===== src/rtl/bsr_chain_if.sv =====
// Boundary scan register bus: TAP strobes, serial path and core/pad data.
interface bsr_chain_if #(
  parameter int W = 8
);
  logic [2:0]   instr_i;
  logic         shift_i;
  logic         capture_i;
  logic         update_i;
  logic         scan_i;
  logic         scan_o;
  logic [W-1:0] core_data_i;
  logic         core_oe_i;
  logic [W-1:0] pad_data_o;
  logic         pad_oe_o;
  logic [W-1:0] pad_data_i;
  logic [W-1:0] core_data_o;

  // TAP/core/pad side driving the register
  modport master (
    output instr_i, shift_i, capture_i, update_i, scan_i,
    output core_data_i, core_oe_i, pad_data_i,
    input  scan_o, pad_data_o, pad_oe_o, core_data_o
  );

  // Boundary scan register itself
  modport slave (
    input  instr_i, shift_i, capture_i, update_i, scan_i,
    input  core_data_i, core_oe_i, pad_data_i,
    output scan_o, pad_data_o, pad_oe_o, core_data_o
  );
endinterface


===== src/rtl/bsr_chain.sv =====
// Boundary scan register for a W-pin bank: one input and one output cell per
// pin, a shared output-enable cell, a 1-bit bypass register and the
// instruction-driven pad/core muxing.
// Chain layout: bit 0 = OE control cell, bit 1+2i = input cell of pin i,
// bit 2+2i = output cell of pin i; bit L-1 is next to scan_o.
module bsr_chain #(
  parameter int           W    = 8,
  parameter logic [W-1:0] SAFE = {W{1'b0}}
) (
  input  logic        tck,
  input  logic        rst,
  bsr_chain_if.slave  bus
);

  localparam int L = 2 * W + 1;

  typedef enum logic [2:0] {
    INSTR_EXTEST = 3'b000,
    INSTR_SAMPLE = 3'b001,
    INSTR_INTEST = 3'b010,
    INSTR_CLAMP  = 3'b011,
    INSTR_HIGHZ  = 3'b100,
    INSTR_BYPASS = 3'b111
  } instr_e;

  // Update-register reset image: OE cell off, both pin cells at SAFE.
  function automatic logic [L-1:0] ur_reset_val();
    logic [L-1:0] v;
    v = {L{1'b0}};
    for (int i = 0; i < W; i++) begin
      v[1 + 2 * i] = SAFE[i];
      v[2 + 2 * i] = SAFE[i];
    end
    return v;
  endfunction

  logic [L-1:0] sr_q, sr_d;
  logic [L-1:0] ur_q, ur_d;
  logic         byp_q, byp_d;
  logic         bsr_sel_s;
  logic [W-1:0] ur_out_s;
  logic [W-1:0] ur_in_s;
  logic [W-1:0] pad_data_s;
  logic         pad_oe_s;
  logic [W-1:0] core_data_s;

  // EXTEST, SAMPLE/PRELOAD and INTEST route the data register through the BSR;
  // every other code (including the reserved ones) selects bypass.
  always_comb begin
    case (bus.instr_i)
      INSTR_EXTEST, INSTR_SAMPLE, INSTR_INTEST: bsr_sel_s = 1'b1;
      default:                                  bsr_sel_s = 1'b0;
    endcase
  end

  // Next-state for shift/capture/update; shift wins over capture and blocks update.
  always_comb begin
    sr_d  = sr_q;
    ur_d  = ur_q;
    byp_d = byp_q;
    if (bsr_sel_s) begin
      if (bus.shift_i) begin
        sr_d = {sr_q[L-2:0], bus.scan_i};
      end else if (bus.capture_i) begin
        sr_d[0] = bus.core_oe_i;
        for (int i = 0; i < W; i++) begin
          sr_d[1 + 2 * i] = bus.pad_data_i[i];
          sr_d[2 + 2 * i] = bus.core_data_i[i];
        end
      end else begin
        sr_d = sr_q;
      end
      if (bus.update_i && !bus.shift_i) begin
        ur_d = sr_q;
      end else begin
        ur_d = ur_q;
      end
    end else begin
      if (bus.shift_i) begin
        byp_d = bus.scan_i;
      end else if (bus.capture_i) begin
        byp_d = 1'b0;
      end else begin
        byp_d = byp_q;
      end
    end
  end

  // Chain, update and bypass state; reset discards any partial shift.
  always_ff @(posedge tck or posedge rst) begin
    if (rst) begin
      sr_q  <= {L{1'b0}};
      ur_q  <= ur_reset_val();
      byp_q <= 1'b0;
    end else begin
      sr_q  <= sr_d;
      ur_q  <= ur_d;
      byp_q <= byp_d;
    end
  end

  // Split the update register into per-pin output and input cell vectors.
  always_comb begin
    ur_out_s = {W{1'b0}};
    ur_in_s  = {W{1'b0}};
    for (int i = 0; i < W; i++) begin
      ur_out_s[i] = ur_q[2 + 2 * i];
      ur_in_s[i]  = ur_q[1 + 2 * i];
    end
  end

  // Pad/core muxing; functional pass-through unless the instruction takes over.
  always_comb begin
    pad_data_s  = bus.core_data_i;
    pad_oe_s    = bus.core_oe_i;
    core_data_s = bus.pad_data_i;
    case (bus.instr_i)
      INSTR_EXTEST: begin
        pad_data_s  = ur_out_s;
        pad_oe_s    = ur_q[0];
        core_data_s = ur_in_s;
      end
      INSTR_INTEST: begin
        pad_data_s  = SAFE;
        pad_oe_s    = 1'b0;
        core_data_s = ur_in_s;
      end
      INSTR_CLAMP: begin
        pad_data_s  = ur_out_s;
        pad_oe_s    = ur_q[0];
        core_data_s = bus.pad_data_i;
      end
      INSTR_HIGHZ: begin
        pad_data_s  = bus.core_data_i;
        pad_oe_s    = 1'b0;
        core_data_s = bus.pad_data_i;
      end
      default: begin
        pad_data_s  = bus.core_data_i;
        pad_oe_s    = bus.core_oe_i;
        core_data_s = bus.pad_data_i;
      end
    endcase
  end

  assign bus.scan_o      = bsr_sel_s ? sr_q[L-1] : byp_q;
  assign bus.pad_data_o  = pad_data_s;
  assign bus.pad_oe_o    = pad_oe_s;
  assign bus.core_data_o = core_data_s;

endmodule


===== src/flat_wrapper.sv =====
// flat-port wrapper written by rule: the top's interface ports become plain ports
module bsr_chain_flat 
#(
  parameter int           W    = 8,
  parameter logic [W-1:0] SAFE = {W{1'b0}}
)
  (tck, rst, bus_instr_i, bus_shift_i, bus_capture_i, bus_update_i, bus_scan_i, bus_core_data_i, bus_core_oe_i, bus_pad_data_i, bus_scan_o, bus_pad_data_o, bus_pad_oe_o, bus_core_data_o);
  bsr_chain_if #(.W(W)) bus_i ();
  input  logic tck;
  input  logic rst;
  input wire logic [$bits(bus_i.instr_i)-1:0] bus_instr_i;
  input wire logic [$bits(bus_i.shift_i)-1:0] bus_shift_i;
  input wire logic [$bits(bus_i.capture_i)-1:0] bus_capture_i;
  input wire logic [$bits(bus_i.update_i)-1:0] bus_update_i;
  input wire logic [$bits(bus_i.scan_i)-1:0] bus_scan_i;
  input wire logic [$bits(bus_i.core_data_i)-1:0] bus_core_data_i;
  input wire logic [$bits(bus_i.core_oe_i)-1:0] bus_core_oe_i;
  input wire logic [$bits(bus_i.pad_data_i)-1:0] bus_pad_data_i;
  output wire logic [$bits(bus_i.scan_o)-1:0] bus_scan_o;
  output wire logic [$bits(bus_i.pad_data_o)-1:0] bus_pad_data_o;
  output wire logic [$bits(bus_i.pad_oe_o)-1:0] bus_pad_oe_o;
  output wire logic [$bits(bus_i.core_data_o)-1:0] bus_core_data_o;
  assign bus_i.instr_i = bus_instr_i;
  assign bus_i.shift_i = bus_shift_i;
  assign bus_i.capture_i = bus_capture_i;
  assign bus_i.update_i = bus_update_i;
  assign bus_i.scan_i = bus_scan_i;
  assign bus_i.core_data_i = bus_core_data_i;
  assign bus_i.core_oe_i = bus_core_oe_i;
  assign bus_i.pad_data_i = bus_pad_data_i;
  assign bus_scan_o = bus_i.scan_o;
  assign bus_pad_data_o = bus_i.pad_data_o;
  assign bus_pad_oe_o = bus_i.pad_oe_o;
  assign bus_core_data_o = bus_i.core_data_o;
  bsr_chain #(.W(W), .SAFE(SAFE)) u_core (.tck(tck), .rst(rst), .bus(bus_i));
endmodule

===== config.mk =====
export PLATFORM = sky130hd
export DESIGN_NAME = bsr_chain_flat
export DESIGN_NICKNAME = d
export VERILOG_FILES = /design/src/rtl/bsr_chain_if.sv /design/src/rtl/bsr_chain.sv /design/src/flat_wrapper.sv
export SDC_FILE = /design/constraint.sdc
export NUM_CORES = 1
export LEC_CHECK = 0
export ABC_AREA = 1
export BUFFER_PORTS_ARGS = -buffer_cell sky130_fd_sc_hd__buf_2
export CAP_MARGIN = 10
export CORE_ASPECT_RATIO = 1.5
export CORE_MARGIN = 4
export CORE_UTILIZATION = 35
export CTS_CLUSTER_DIAMETER = 80
export DETAILED_ROUTE_END_ITERATION = 7
export SYNTH_ARGS = -nofsm -noshare
export SYNTH_HDL_FRONTEND = slang
export SYNTH_SLANG_ARGS = --single-unit

===== constraint.sdc =====
create_clock -name tck -period 3.05 [get_ports tck]
set_input_delay 0.61 -clock tck [delete_from_list [all_inputs] [get_ports tck]]
set_output_delay 0.61 -clock tck [all_outputs]
set_load 0.02 [all_outputs]

== Word level (Yosys, flattened, before mapping) ==
Index checks and enable logic that the tools add are counted.
Cells by class
  equality and inequality tests: 4
  bitwise logic cells: 1
  reductions and logical operators: 11
  mux-type cells: 9
Operators with widths (number)
  $mux 17: 2
  $pmux 8 s2: 1
  $mux 8: 1
  $eq 3x2->1 const B: 2
  $reduce_and 2->1: 3
  $reduce_or 2->1: 3
  $mux 1: 4
  $eq 3x1->1 const B: 1
  $eq 3x3->1 const B: 1
  $logic_not 3->1: 1
  $reduce_or 3->1: 1
  $pmux 1 s2: 1
  $reduce_bool 2->1: 1
  $logic_and 1x1->1: 1
  $logic_not 1->1: 1
  $not 1->1: 1
Word-level totals
  output and inout bits: 18
  flip-flop bits (word level): 35
  input bits: 26
  word-level logic and storage cells: 28

== Longest topological paths before layout ==
  word-level depth: 5
  depth in mapped cells: 7
  depth with buffers taken out: 5

== Worst setup path after synthesis ==
No wires, ideal clock.
  path kind: input-to-output
  from: input port bus_instr_i[1]
  to: output port bus_scan_o
  required time: 2440 ps
  path buffers: 2
  data arrival time: 1316 ps
  setup slack: 1124 ps
  stages on the path: 5
  cell sequence: a21oi_2 buf_6 buf_4 nand2_1 nand2_1
Between the ends
  longest elaborated chain between the ends: 4
  elaborated cells between the ends (all ways): 6
  those cells by class: 2 x eq/ne; 2 x mux; 2 x reduce/logical
Ends and longest elaborated chain
  from (decl): line flat_wrapper.sv:11  | input wire logic [$bits(bus_i.instr_i)-1:0] bus_instr_i;
  $eq 3x1->1 (tied with other cells): line bsr_chain.sv:50  | case (bus.instr_i)
  $reduce_or 3->1 (*): line bsr_chain.sv:50
  $mux 1 (*): line bsr_chain.sv:50
  $mux 1 (*): line bsr_chain.sv:146  | assign bus.scan_o = bsr_sel_s ? sr_q[L-1] : byp_q;
  to (decl): line flat_wrapper.sv:19  | output wire logic [$bits(bus_i.scan_o)-1:0] bus_scan_o;
Every way passes the cells marked *; elsewhere a longest branch is shown, timed or not.

== Worst setup path after layout ==
  from: input port bus_instr_i[2]
  to: output port bus_core_data_o[0]
Between the ends
  longest elaborated chain between the ends: 3
  elaborated cells between the ends (all ways): 4
  those cells by class: 1 x eq/ne; 1 x mux; 2 x reduce/logical
Ends and longest elaborated chain
  $eq 3x2->1 or $logic_not 3->1 (tied branches): line bsr_chain.sv:117  | case (bus.instr_i)
  $reduce_or 2->1 (no source line) (*)
  $mux 8 (*): line bsr_chain.sv:117
  to (decl): line flat_wrapper.sv:22  | output wire logic [$bits(bus_i.core_data_o)-1:0] bus_core_data_o;
Marked as above.

==> impl_metrics.xml <==
<?xml version="1.0" encoding="UTF-8"?>
<metrics>
  <group name="place">
    <metric name="dp_worst_setup_slack" unit="ps">874</metric>
    <metric name="place.gp.congestion" unit="">0.782</metric>
    <metric name="port_buffers" unit="">43</metric>
    <metric name="dpl.hpwl" unit="µm">3670</metric>
    <metric name="detailed_place.area" unit="µm²">2170</metric>
  </group>
  <group name="worst_setup_path">
    <metric name="path_cells" unit="">buf_2 &gt; inv_1 &gt; nand2_1 &gt; inv_1 &gt; nand2_1 &gt; nand2_1 &gt; buf_2</metric>
    <metric name="worst_r2r_endpoint" unit="">u_core.sr_q[15]$_DFFE_PP0P_</metric>
    <metric name="crit_path_frequent_cell" unit="">nand2_1</metric>
    <metric name="timing.critical_path.slowest_stage_cell" unit="">inv_1</metric>
    <metric name="worstSetupEndpointType" unit="">output port</metric>
    <metric name="timing.critical_path.slowest_cell_delay" unit="ps">310</metric>
    <metric name="reg2reg_slack" unit="ps">2280</metric>
    <metric name="cp_num_buf_inv" unit="">4</metric>
    <metric name="path_delay_family" unit="">buffers and inverters</metric>
    <metric name="worst_r2r_startpoint" unit="">u_core.sr_q[14]$_DFFE_PP0P_</metric>
    <metric name="critPathKind" unit="">primary input to output port</metric>
    <metric name="timing.reg2reg.worst_path_depth" unit="">4</metric>
    <metric name="worst_setup_path_start_kind" unit="">primary input</metric>
    <metric name="critical_path_required" unit="ps">2440</metric>
    <metric name="cp_max_fo" unit="">8</metric>
    <metric name="arrival" unit="ps">1590</metric>
  </group>
  <group name="global_routing">
    <metric name="globalRouteTotalUtil" unit="%">17.5</metric>
    <metric name="antenna_found_initial" unit="">0</metric>
    <metric name="grt-ovfl-total" unit="">0</metric>
    <metric name="global_route_wire_length_before_repair" unit="µm">8890</metric>
    <metric name="first_global_vias" unit="">1843</metric>
    <metric name="largest_net_degree_at_the_start_of_global_routing" unit="">37</metric>
  </group>
  <group name="sta">
    <metric name="layout_worst_path_cycle_share" unit="%">72.1</metric>
    <metric name="fin_clk_skew" unit="ps">4.07</metric>
    <metric name="final.hold.worst_slack" unit="ps">474</metric>
    <metric name="finalHoldViolations" unit="">0</metric>
    <metric name="timing_worst_slew_pin_value" unit="ps">870</metric>
    <metric name="timing.max_slew.rel_slack" unit="%">41.9</metric>
    <metric name="period_needed" unit="ps">2200</metric>
    <metric name="grt_setup_unrepaired" unit="">false</metric>
    <metric name="finalSetupTns" unit="ps">0</metric>
    <metric name="finalSetupViolCount" unit="">0</metric>
    <metric name="final.setup.worst_slack" unit="ps">851</metric>
    <metric name="maxSlewViolCount" unit="">0</metric>
    <metric name="max_clock_freq" unit="GHz">0.455</metric>
  </group>
  <group name="cts">
    <metric name="worst_setup_hold_path_clk_slew" unit="ps">70</metric>
    <metric name="worstSkewPairLatency" unit="ps">290</metric>
    <metric name="cts-root-buf" unit="">clkbuf_8</metric>
    <metric name="postCtsSetupRepairBufs" unit="">0</metric>
    <metric name="cts_resized" unit="">0</metric>
    <metric name="tritoncts" unit="">built</metric>
    <metric name="postCtsHoldBufs" unit="">0</metric>
    <metric name="clock_sinks" unit="">35</metric>
    <metric name="htree_num_levels" unit="">2</metric>
    <metric name="cts_inserted_buffers" unit="">5</metric>
    <metric name="cts_max_path_buffers" unit="">2</metric>
  </group>
  <group name="die">
    <metric name="dieArea" unit="µm²">6760</metric>
    <metric name="floorplan.initialDensity" unit="%">36.6</metric>
    <metric name="row_count" unit="">32</metric>
    <metric name="die_x" unit="µm">68.5</metric>
    <metric name="core_area" unit="µm²">5250</metric>
    <metric name="i_o_pin_count" unit="">44</metric>
    <metric name="chip_height" unit="µm">98.7</metric>
  </group>
  <group name="detailed_routing">
    <metric name="detail_route.first_pass.iterations" unit="">4</metric>
    <metric name="route.detailed.drc" unit="">0</metric>
    <metric name="route.antenna.remaining_nets" unit="">0</metric>
    <metric name="top_layer_in_use" unit="">met4</metric>
    <metric name="detail_route.vias_per_cell" unit="">4.82</metric>
    <metric name="avgRoutedWirePerCell" unit="µm">13.9</metric>
    <metric name="wl_met1" unit="µm">2270</metric>
    <metric name="vias" unit="">1888</metric>
    <metric name="drtIter0Drc" unit="">175</metric>
    <metric name="detail_route.wirelength" unit="µm">5440</metric>
    <metric name="met3WireLength" unit="µm">226</metric>
    <metric name="wl_met2" unit="µm">2840</metric>
  </group>
  <group name="layout">
    <metric name="insertedDiodeCount" unit="">0</metric>
    <metric name="layout.cell_area.non_filler" unit="µm²">2280</metric>
    <metric name="num-nets-final" unit="">349</metric>
    <metric name="layout.cells.most_common_list" unit="">181 x nand2_1, 43 x buf_2, 37 x nand3_1, 35 x dfrtp_1, 9 x inv_1</metric>
    <metric name="layout-area-overhead-vs-synth" unit="%">19.0</metric>
    <metric name="drive_gt1_share" unit="%">18.8</metric>
    <metric name="layout_commonest_cell" unit="">nand2_1</metric>
  </group>
  <group name="yosys">
    <metric name="yosys.cell_types.count" unit="">12</metric>
    <metric name="ys.warnings.count" unit="">0</metric>
    <metric name="synth-seq-cells" unit="">35</metric>
    <metric name="synthesis.nets" unit="">306</metric>
    <metric name="synth_instances" unit="">280</metric>
    <metric name="cell_area_after_technology_mapping" unit="µm²">1920</metric>
    <metric name="synth.avg_cell_area" unit="µm²">6.86</metric>
    <metric name="ys_seq_area_share" unit="%">45.6</metric>
  </group>
  <group name="power_and_ir_drop">
    <metric name="power.ir.vdd_worst" unit="mV">0.264</metric>
    <metric name="pwr_density_cell" unit="nW/µm²">582</metric>
    <metric name="fin_total_pwr" unit="mW">1.33</metric>
    <metric name="static-leakage-power" unit="nW">1.40</metric>
  </group>
  <group name="hold_path">
    <metric name="worstHoldPathCells" unit="">2</metric>
    <metric name="hp-start" unit="">u_core.ur_q[2]$_DFFE_PP0P_</metric>
    <metric name="whs_endpoint" unit="">u_core.ur_q[2]$_DFFE_PP0P_</metric>
    <metric name="hold_class" unit="">register to register</metric>
  </group>
  <group name="run">
    <metric name="drv.max_cap_violation_count" unit="">0</metric>
  </group>
  <group name="run_status">
    <metric name="status" unit="">finished clean</metric>
  </group>
</metrics>
## worst reg2reg max path, cell delays in order (launching register included)
cell and delay [ps]:
dfrtp_1 400, nand2_1 70, nand2_1 60, nand3_1 80
nand2_1 60
## cell families after synthesis
| logic type | after synthesis | share of synthesized area, % |
|---|---|---|
| buffers and inverters | 21 | 6.32 |
| AO/OA/AOI/OAI | 2 | 0.716 |
| AND/OR/NAND/NOR | 222 | 47.4 |
| flip-flops | 35 | 45.6 |
## registers in the layout, indices dropped and copies added, names as in the netlist
signal        flops
u_core.sr_q      17
u_core.byp_q      1
u_core.ur_q      17
## per-stage QoR
step / utilization, % / instances
5_1_grt: 43.6 / 392
6_report: 43.6 / 392
2_1_floorplan: - / 280
3_3_place_gp: 41.3 / 384
3_5_place_dp: 41.3 / 384
4_1_cts: 43.6 / 392
## worst max path at each step
stage,from,end,depth (start not counted)
3_5_place_dp,bus_instr_i[2],bus_pad_data_o[4],7
4_1_cts,bus_instr_i[2],bus_pad_data_o[4],7
2_1_floorplan,bus_instr_i[1],bus_scan_o,5
3_3_place_gp,bus_instr_i[2],bus_core_data_o[0],7
5_1_grt,bus_instr_i[2],bus_core_data_o[4],7
6_report,bus_instr_i[2],bus_core_data_o[0],7
## where the power goes
group	internal [mW]	total, mW	switching [mW]
clock network	0.265	0.437	0.173
registers	0.554	0.612	0.0589
logic	0.0973	0.280	0.183
total	0.915	1.33	0.415
## synthesized netlist by cell type, drive strengths merged
library cell / n / area [µm²]
dfrtp: 35 / 876
inv: 10 / 37.5
nand2: 184 / 713
buf: 11 / 83.8
a21oi: 1 / 8.76
nand3: 37 / 185
nor2: 1 / 11.3
o21ai: 1 / 5.00
## routing by layer
metal  global-route usage, %  vias to the layer above
li1                        -                      952
met1                    21.2                      880
met2                    30.0                       47
met3                    3.08                        9
met4                    6.28                        0
met5                       0                        -
## area by class of cell
type | count | area, µm²
clock inverter | 2 | 35.0
tap | 68 | 85.1
timing repair buffer | 47 | 245
clock buffer | 6 | 82.6
inverter | 10 | 37.5
multi-input combinational | 224 | 923
sequential | 35 | 876
fill | 559 | 2960
No activity file was read; power rests on OpenSTA's default activity.
